`config.mk`:
```
export PLATFORM = sky130hd
export DESIGN_NAME = mips_network_interface
export DESIGN_NICKNAME = d
export VERILOG_FILES = /design/src/rtl/noc_pkg.sv /design/src/rtl/mips_network_interface_sync_fifo.sv /design/src/rtl/mips_network_interface.sv
export SDC_FILE = /design/constraint.sdc
export NUM_CORES = 1
export LEC_CHECK = 0
export CAP_MARGIN = 5
export CORE_UTILIZATION = 56
export DETAILED_ROUTE_END_ITERATION = 12
export GPL_TIMING_DRIVEN = 0
export HOLD_SLACK_MARGIN = 0.1
export PLACE_DENSITY = 0.89
export SLEW_MARGIN = 30
export SYNTH_ARGS = -nofsm -noshare
export SYNTH_HDL_FRONTEND = slang
export SYNTH_HIERARCHICAL = 1
export SYNTH_SLANG_ARGS = --single-unit
```
`constraint.sdc`:
```
create_clock -name clk -period 6.4 [get_ports clk]
set_input_delay 1.28 -clock clk [delete_from_list [all_inputs] [get_ports clk]]
set_output_delay 1.28 -clock clk [all_outputs]
set_load 0.01 [all_outputs]
```
`src/rtl/noc_pkg.sv`:
```
// Shared NoC definitions: node/payload widths and flit field offsets.
// Flit layout, MSB first: {dest, src, data}. Router and NI slice flits identically.
package noc_pkg;

    localparam int ADDR_W = 2;
    localparam int DATA_W = 32;
    localparam int FLIT_W = 2 * ADDR_W + DATA_W;

    localparam int DATA_LSB = 0;
    localparam int DATA_MSB = DATA_W - 1;
    localparam int SRC_LSB  = DATA_W;
    localparam int SRC_MSB  = DATA_W + ADDR_W - 1;
    localparam int DEST_LSB = DATA_W + ADDR_W;
    localparam int DEST_MSB = FLIT_W - 1;

    // Assemble a single-flit packet from its fields.
    function automatic logic [FLIT_W-1:0] pack_flit(input logic [ADDR_W-1:0] dest,
                                                    input logic [ADDR_W-1:0] src,
                                                    input logic [DATA_W-1:0] data);
        return {dest, src, data};
    endfunction

endpackage

```
`src/rtl/mips_network_interface_sync_fifo.sv`:
```
// Circular-buffer FIFO with registered count; full/empty decoded from the count.
// Push while full and pop while empty are ignored. Storage is cleared on reset.
module sync_fifo #(
    parameter int WIDTH = 8,
    parameter int DEPTH = 4
) (
    input  logic             clk,
    input  logic             rst,
    input  logic             push,
    input  logic             pop,
    input  logic [WIDTH-1:0] din,
    output logic [WIDTH-1:0] dout,
    output logic             full,
    output logic             empty
);

    localparam int PW = $clog2(DEPTH);
    localparam int CW = PW + 1;

    logic [WIDTH-1:0] mem_q [DEPTH];
    logic [WIDTH-1:0] mem_d [DEPTH];
    logic [PW-1:0]    wr_ptr_q, wr_ptr_d;
    logic [PW-1:0]    rd_ptr_q, rd_ptr_d;
    logic [CW-1:0]    cnt_q, cnt_d;
    logic             do_push, do_pop;

    assign full    = (cnt_q == CW'(DEPTH));
    assign empty   = (cnt_q == '0);
    assign do_push = push && !full;
    assign do_pop  = pop && !empty;
    assign dout    = mem_q[rd_ptr_q];

    // Next-state: write at tail, advance pointers, track occupancy.
    always_comb begin
        mem_d    = mem_q;
        wr_ptr_d = wr_ptr_q;
        rd_ptr_d = rd_ptr_q;
        cnt_d    = cnt_q;
        if (do_push) begin
            mem_d[wr_ptr_q] = din;
            wr_ptr_d        = wr_ptr_q + 1'b1;
        end
        if (do_pop) begin
            rd_ptr_d = rd_ptr_q + 1'b1;
        end
        case ({do_push, do_pop})
            2'b10:   cnt_d = cnt_q + 1'b1;
            2'b01:   cnt_d = cnt_q - 1'b1;
            default: cnt_d = cnt_q;
        endcase
    end

    // State registers; reset drops all queued entries and clears storage.
    always_ff @(posedge clk or posedge rst) begin
        if (rst) begin
            for (int i = 0; i < DEPTH; i++) mem_q[i] <= '0;
            wr_ptr_q <= '0;
            rd_ptr_q <= '0;
            cnt_q    <= '0;
        end else begin
            mem_q    <= mem_d;
            wr_ptr_q <= wr_ptr_d;
            rd_ptr_q <= rd_ptr_d;
            cnt_q    <= cnt_d;
        end
    end

endmodule

```
`src/rtl/mips_network_interface.sv`:
```
// Processor-side network interface: packs ni_out words into single-flit packets
// toward the router, and buffers addressed flits from the router for ni_in.
// Flits not addressed to this node are consumed, dropped and counted.
module mips_network_interface
    import noc_pkg::*;
#(
    parameter int FIFO_DEPTH = 4
) (
    input  logic              clk,
    input  logic              rst,
    input  logic [ADDR_W-1:0] current_node,
    input  logic              proc_valid,
    input  logic [ADDR_W-1:0] dest_add,
    input  logic [DATA_W-1:0] proc_data,
    output logic              mips_ni,
    output logic              data_valid,
    output logic [DATA_W-1:0] data_to_proc,
    output logic [ADDR_W-1:0] src_to_proc,
    input  logic              proc_ready_in,
    output logic [FLIT_W-1:0] flit_out,
    output logic              flit_valid_out,
    input  logic              router_ready_in,
    input  logic [FLIT_W-1:0] flit_in,
    input  logic              flit_valid_in,
    output logic              ni_ready_out,
    output logic [7:0]        misroute_cnt
);

    localparam int RX_W = ADDR_W + DATA_W;

    logic              tx_full, tx_empty, tx_push, tx_pop;
    logic              rx_full, rx_empty, rx_push, rx_pop;
    logic              rx_accept, addr_hit;
    logic [RX_W-1:0]   rx_din, rx_dout;
    logic [7:0]        mis_q, mis_d;

    // TX path: processor -> router.
    assign mips_ni        = !tx_full;
    assign flit_valid_out = !tx_empty;
    assign tx_push        = proc_valid && mips_ni;
    assign tx_pop         = flit_valid_out && router_ready_in;

    sync_fifo #(.WIDTH(FLIT_W), .DEPTH(FIFO_DEPTH)) u_tx_fifo (
        .clk   (clk),
        .rst   (rst),
        .push  (tx_push),
        .pop   (tx_pop),
        .din   (pack_flit(dest_add, current_node, proc_data)),
        .dout  (flit_out),
        .full  (tx_full),
        .empty (tx_empty)
    );

    // RX path: router -> processor. Misrouted flits are still accepted so the
    // router is never stalled by a flit this node will never drain.
    assign ni_ready_out = !rx_full;
    assign rx_accept    = flit_valid_in && ni_ready_out;
    assign addr_hit     = (flit_in[DEST_MSB:DEST_LSB] == current_node);
    assign rx_push      = rx_accept && addr_hit;
    assign rx_din       = {flit_in[SRC_MSB:SRC_LSB], flit_in[DATA_MSB:DATA_LSB]};
    assign data_valid   = !rx_empty;
    assign rx_pop       = data_valid && proc_ready_in;
    assign src_to_proc  = rx_dout[RX_W-1:DATA_W];
    assign data_to_proc = rx_dout[DATA_W-1:0];

    sync_fifo #(.WIDTH(RX_W), .DEPTH(FIFO_DEPTH)) u_rx_fifo (
        .clk   (clk),
        .rst   (rst),
        .push  (rx_push),
        .pop   (rx_pop),
        .din   (rx_din),
        .dout  (rx_dout),
        .full  (rx_full),
        .empty (rx_empty)
    );

    // Saturating misroute counter.
    always_comb begin
        mis_d = mis_q;
        if (rx_accept && !addr_hit && (mis_q != 8'hFF)) mis_d = mis_q + 8'd1;
    end

    // Misroute counter register.
    always_ff @(posedge clk or posedge rst) begin
        if (rst) mis_q <= '0;
        else     mis_q <= mis_d;
    end

    assign misroute_cnt = mis_q;

endmodule

```
==> results of run 1 <==
[cells in the mapped netlist (3+ instances only)]
| library cell | instances |
|---|---|
| nand2_1 | 14 |
| nor2b_1 | 4 |
| buf_6 | 16 |
| nor2_2 | 4 |
| xnor2_1 | 7 |
| mux2_4 | 22 |
| clkbuf_1 | 6 |
| clkbuf_8 | 8 |
| buf_1 | 3 |
| nor2_1 | 5 |
| buf_2 | 7 |
| mux4_2 | 70 |
| inv_1 | 18 |
| a21oi_1 | 3 |
| dfrtp_1 | 302 |
| ha_1 | 11 |
| nand2b_1 | 3 |
| mux2_2 | 261 |
| xor2_1 | 7 |
| nor2_4 | 4 |
[metal layers]
metal,vias up,global-route usage
li1,3348,-
met1,3931,0.2986
met4,2,0.05687
met3,41,0.05995
met5,-,0
met2,150,0.4026
[sequential cells by signal (all words and copies together) (netlist names)]
signal              count
u_rx_fifo/wr_ptr_q      2
u_rx_fifo/cnt_q         3
u_tx_fifo/wr_ptr_q      2
u_rx_fifo/mem_q       136
u_tx_fifo/mem_q       144
u_tx_fifo/rd_ptr_q      2
u_tx_fifo/cnt_q         3
misroute_cnt            8
u_rx_fifo/rd_ptr_q      2
[logic make-up (layout without fill, tap and decap cells)]
| group | Yosys count | count (layout) |
|---|---|---|
| fa+ha+maj | 13 | 13 |
| buf+inv | 58 | 277 |
| mux | 357 | 357 |
| xor+xnor | 16 | 16 |
| compound gates | 11 | 11 |
| flops | 302 | 302 |
| simple gates | 44 | 44 |
[area by class of cell]
class                      instances  share of cell area
buffer                            40             0.02168
sequential                       302              0.4546
multi-input combinational        441              0.3356
timing repair buffer             161             0.09906
tap                              319             0.02401
clock buffer                      47             0.05269
clock inverter                    11            0.007377
inverter                          18            0.004968
[power by group]
| group | switching [W] | internal [W] | leakage (nW) |
|---|---|---|---|
| Combinational | 0.00152 | 0.00251 | 2.85 |
| Clock | 0.000725 | 0.00103 | 0.488 |
| Sequential | 0.000521 | 0.00285 | 3.67 |
[critical path, delay by kind of cell, from the launching register on]
kind	cells	cell delay, ns
multiplexers	1	0.41
flip-flops	1	0.32
buffers and inverters	3	1.67
[per-stage QoR]
stage          instance area (um^2)  setup TNS [ns]  std cells
3_3_place_gp                  15550         -233.28       1279
3_5_place_dp                  15620               0       1281
2_1_floorplan                 13560               0        801
6_report                      16620               0       1339
4_1_cts                       16620               0       1339
5_1_grt                       16620               0       1339
[path summary, 6_finish.rpt]
check | end | slack, ns | cells past startpoint
worst min register to register | u_rx_fifo/mem_q[50] | 0.50 | 1
worst max register to register | u_rx_fifo/cnt_q[2] | 3.68 | 10
max in group asynchronous | u_tx_fifo/mem_q[114] | 4.26 | 3
min in group asynchronous | misroute_cnt[6] | 1.31 | 2
worst min-delay path | u_rx_fifo/mem_q[50] | 0.50 | 1
worst max-delay path | flit_out[33] | 2.17 | 4
==> summary.md, run 1 <==
| Metric | Value |
|---|---|
| Status | `finished, final reports clean` |
| Vias in the first global route | `8288` |
| Worst min path class | `reg -> reg` |
| Hold WS | `0.5013 ns` |
| Mapped Nets | `approximately 890` |
| Mux contribution to synthesized area | `0.3605` |
| Clock buffer count from CTS | `31` |
| Fillers | `between 1500 and 2000` |
| DR vias/cell | `approximately 5.6` |
| Initial antenna violation count | `1` |
| Final Util | `0.7040` |
| Netlist cell types | `37` |
| Final Worst Setup Slack | `2.166 ns` |
| CP max FO | `10` |
| Global-route wire length before repair | `44.84 mm` |
| Multi-input gate area | `0.005578 mm^2` |
| Metal-1 WL | `between 10 and 15 mm` |
| Synth async-reset ratio | `1.000` |
| DR WL met3 | `approximately 1.7 mm` |
| Port buffer count | `about 160` |
| Met2 wire len | `14.21 mm` |
| Drt first pass iters | `4` |
| Final Slew Violations | `0` |
| Die Footprint | `~0.025 mm^2` |
| Post-synth top area share | `0.5572` |
| Share of cells above drive strength 1 | `0.4412` |
| Total track usage | `0.2347` |
| Hpwl dp | `between 15 and 20 mm` |
| Max_slew headroom | `0.5155` |
| CP startpoint kind | `flip-flop` |
| Clk_lat worst skew | `around 0.54 ns` |
| CTS clk-pin slew, worst paths | `about 0.06 ns` |
| Yosys reg bits | `302` |
| Largest family of logic cells by synthesized area | `multiplexers` |
| WL/cell | `just over 20 um` |
| Adder-cell share of the synthesized area | `0.01310` |
| Yosys warns | `6` |
| Post-synthesis simple-gate area fraction | `0.01947` |
| Largest area contributor in the netlist | `dfrtp_1` |
| Hold Startpoint | `u_rx_fifo/mem_q[50]` |
| Largest net degree at the start of global routing | `between 80 and 90` |
| Compound-Gate Fraction of Synth Area | `0.006827` |
| Final Hold Viols | `0` |
| Die X | `157.6 um` |
| Sink Count | `between 300 and 400` |
| Uppermost layer routed | `met5` |
| Ant. Diodes | `0` |
| CP arrival | `roughly 3.0 ns` |
| Grt total ovfl | `0` |
| Critical path endpoint category | `output port` |
| Maximum buffer depth of the clock tree | `3` |
| # Post-CTS Setup Buffers | `0` |
| Core area | `about 0.024 mm^2` |
| Pwr Density | `about 550 mW/mm^2` |
| Htree depth | `1` |
| Leakage | `approximately 7.0 nW` |
| Critical Path Start | `u_tx_fifo/rd_ptr_q[1]` |
| RSZ-0062 raised after global routing | `no` |
| Worst VDD drop | `between 300 and 400 uV` |
| Area Overhead vs Synth | `22.57%` |
| Initial core utilization | `0.5743` |
| Critical-path cell list | `clkbuf_1 > buf_1 > mux4_2 > clkdlybuf4s50_1` |
| Drt total wl | `27.69 mm` |
| Worst r2r src | `u_rx_fifo/cnt_q[0]` |
| Critical Path RT | `about 5 ns` |
| Nets | `1086` |
| Xor/xnor share of the synthesized area | `0.01144` |
| Worst-Margin Slew | `0.7268 ns` |
| CTS resizes | `0` |
| Post-synth top flop | `dfrtp_1` |
| Tot Pwr | `just over 0.009 W` |
| Mapped Avg Cell Area | `16.93 um^2` |
| Storage element area | `0.007557 mm^2` |
| I/O pin cnt | `between 150 and 200` |
| Setup violations, final | `0` |
| Fmax | `0.2362 GHz` |
| FP Rows | `56` |
| Die Ht | `roughly 160 um` |
| Fin crit period | `around 4.2 ns` |
| CTS Hold Bufs | `0` |
| Vias | `7472` |
| Cells after Synth | `801` |
| Max cap viols | `0` |
| Sequential-to-total area share from yosys stat | `0.5572` |
| Synth area leaders | `dfrtp_1 (56%), mux2_2 (22%), mux4_2 (12%)` |
| Number of flops mapped to enable cells by yosys | `0` |
| DRC viols | `0` |
| CTS tree | `done` |
| Crit-path max cell delay | `just over 0.6 ns` |
| Final ANT Viol Nets | `0` |
| Mapped Area | `between 0.01 and 0.015 mm^2` |
| Most frequent cells in the layout | `dfrtp_1 (302), mux2_2 (261), clkdlybuf4s50_1 (159), mux4_2 (70), clkbuf_16 (31)` |
| Worst path slowest cell | `buf_1` |
| Clock skew | `just under 0.009 ns` |
| Drt initial violations | `312` |
| Crit Path Category | `reg -> out` |
| Post-Place Setup Slack | `2.466 ns` |
| Period utilization | `0.6616` |
| Commonest non-fill, non-tap cell in the layout | `dfrtp_1` |
| Final Wtd Congestion | `approximately 0.75` |
| CTS Root Buffer Type | `clkbuf_16` |
(Power assumes the default switching activity.)
==> run 2, diff against run 1 <==
Settings changed: CORE_UTILIZATION 56 to 51, PLACE_DENSITY 0.89 to 0.86.
Clock period 6.4 ns to 3.8 ns, I/O delays scaled along.
==> summary.md, run 2 (same netlist as run 1, synthesis figures left out) <==
| Metric | Value |
|---|---|
| Status | `finished, final reports clean` |
| Global-route wire length before repair | `45.16 mm` |
| Leakage | `7.150 nW` |
| Clk_lat worst skew | `approximately 0.51 ns` |
| Hold Crit Depth | `1` |
| Die Ht | `165.1 um` |
| Final ANT Viol Nets | `0` |
| Worst-Margin Slew | `~0.73 ns` |
| Critical Path RT | `slightly above 3 ns` |
| Share of cells above drive strength 1 | `0.4495` |
| Worst VDD drop | `roughly 640 uV` |
| Largest register FFs | `approximately 140` |
| Initial antenna violation count | `1` |
| Initial core utilization | `0.5204` |
| Die Footprint | `0.02725 mm^2` |
| Vias | `7535` |
| Fin crit period | `around 3.6 ns` |
| DRC viols | `0` |
| Final Hold Viols | `0` |
| Tot Pwr | `0.01577 W` |
| CTS Root Buffer Type | `clkbuf_16` |
| Design Area, Final | `between 0.015 and 0.02 mm^2` |
| Setup violations, final | `0` |
| Hold Startpoint | `u_tx_fifo/mem_q[23]` |
| CTS Hold Bufs | `0` |
| # Post-CTS Setup Buffers | `0` |
| Largest net degree at the start of global routing | `31` |
| R2R Setup Slk | `1.10 ns` |
| Hold Path End | `u_tx_fifo/mem_q[23]` |
| CTS tree | `done` |
| DR WL met3 | `roughly 1.7 mm` |
| Drt first pass iters | `4` |
| CP startpoint kind | `flip-flop` |
| FP Rows | `59` |
| Uppermost layer routed | `met4` |
| Htree depth | `2` |
| Port buffer count | `roughly 160` |
| CP arrival | `between 2 and 3 ns` |
| CP max FO | `10` |
| Placement Cell Area | `0.01582 mm^2` |
| Period utilization | `0.9540` |
| RSZ-0062 raised after global routing | `no` |
| Critical path endpoint category | `output port` |
| Drt total wl | `approximately 27 mm` |
| CTS clk-pin slew, worst paths | `0.06 ns` |
| Total track usage | `0.2139` |
| Max_slew headroom | `0.5100` |
| Drt initial violations | `~400` |
| Pwr Density | `929.5 mW/mm^2` |
| Commonest non-fill, non-tap cell in the layout | `dfrtp_1` |
| Clock buffer count from CTS | `34` |
| DR vias/cell | `5.516` |
| Worst r2r path cells | `10` |
| Worst min path class | `reg -> reg` |
| Fmax | `approximately 0.28 GHz` |
| Most frequent cells in the layout | `dfrtp_1 (302), mux2_2 (261), clkdlybuf4s50_1 (159), mux4_2 (70), clkbuf_16 (35)` |
| Nets | `1098` |
| Clock skew | `~0.022 ns` |
| Max cap viols | `0` |
| Maximum buffer depth of the clock tree | `3` |
| Final Wtd Congestion | `0.7680` |
| Die X | `165.1 um` |
| Hpwl dp | `~19 mm` |
| Final Slew Violations | `0` |
| Sink Count | `slightly above 300` |
| Core area | `~0.026 mm^2` |
| CTS resizes | `0` |
| Largest Register | `u_tx_fifo/mem_q` |
| Reg2reg end | `u_rx_fifo/cnt_q[2]` |
| Met2 wire len | `around 14 mm` |
| Grt total ovfl | `0` |
| Crit Path Category | `reg -> out` |
| Setup TNS | `0 ns` |
| Vias in the first global route | `~8500` |
| Metal-1 WL | `~11 mm` |
| Area Overhead vs Synth | `25.09%` |
| I/O pin cnt | `160` |
| Worst r2r src | `u_rx_fifo/cnt_q[0]` |
| Hold WS | `~0.5 ns` |
| WL/cell | `20.05 um` |
[run 2: changes by cell type in the layout (fill, tap and decap cells not counted), sizes merged]
cell      delta
clkinv       -4
buf          +9
inv          -2
diode        +1
clkinvlp     +3
bufinv       +2
clkbuf       +2
[run 2: critical path: stages, from the launching register on]
cell and delay [ns]:
dfrtp_1 0.32, clkbuf_1 0.47, buf_1 0.62, mux4_2 0.40, clkdlybuf4s50_1 0.57
[run 2: per-layer routing]
layer | GRT usage | up-vias
met5 | 0 | -
met4 | 0.05505 | 0
met3 | 0.05420 | 36
met2 | 0.3615 | 154
met1 | 0.2749 | 3972
li1 | - | 3373
[run 2: layout make-up]
cell class / instances / area [um^2]
Sequential cell: 302 / 7557
Buffer: 40 / 360.3
Clock buffer: 49 / 978.4
Antenna cell: 1 / 2.502
Clock inverter: 10 / 158.9
Timing Repair Buffer: 170 / 1834
Inverter: 18 / 75.07
Tap cell: 335 / 419.2
Fill cell: 1756 / 9095
Multi-Input combinational cell: 441 / 5578
[run 2: through the flow]
| step | util | setup slack (ns) | cells |
|---|---|---|---|
| finish | 0.6510 | 0.1749 | 1366 |
| detailed placement | 0.6072 | 0.3684 | 1306 |
| floorplan | - | 1.137 | 801 |
| global placement | 0.5979 | -0.2646 | 1295 |
| CTS | 0.6508 | 0.1263 | 1365 |
| global route | 0.6510 | 0.06872 | 1366 |
[run 2: worst max path at each step]
stage,start,endpoint,slack (ns),cells after the start
2_1_floorplan,rst,u_tx_fifo/cnt_q[0],1.14,1
3_3_place_gp,rst,u_tx_fifo/mem_q[75],-0.26,2
3_5_place_dp,current_node[1],u_rx_fifo/mem_q[68],0.37,8
4_1_cts,u_tx_fifo/rd_ptr_q[1],flit_out[33],0.13,4
5_1_grt,u_tx_fifo/rd_ptr_q[1],flit_out[33],0.07,4
6_report,u_tx_fifo/rd_ptr_q[1],flit_out[33],0.17,4
[run 2: power by group]
part	total, W	leakage (nW)	internal (W)	switching (W)
clock	0.00333	0.551	0.00206	0.00127
sequential	0.00566	3.67	0.00481	0.000853
combinational	0.00678	2.93	0.00424	0.00254
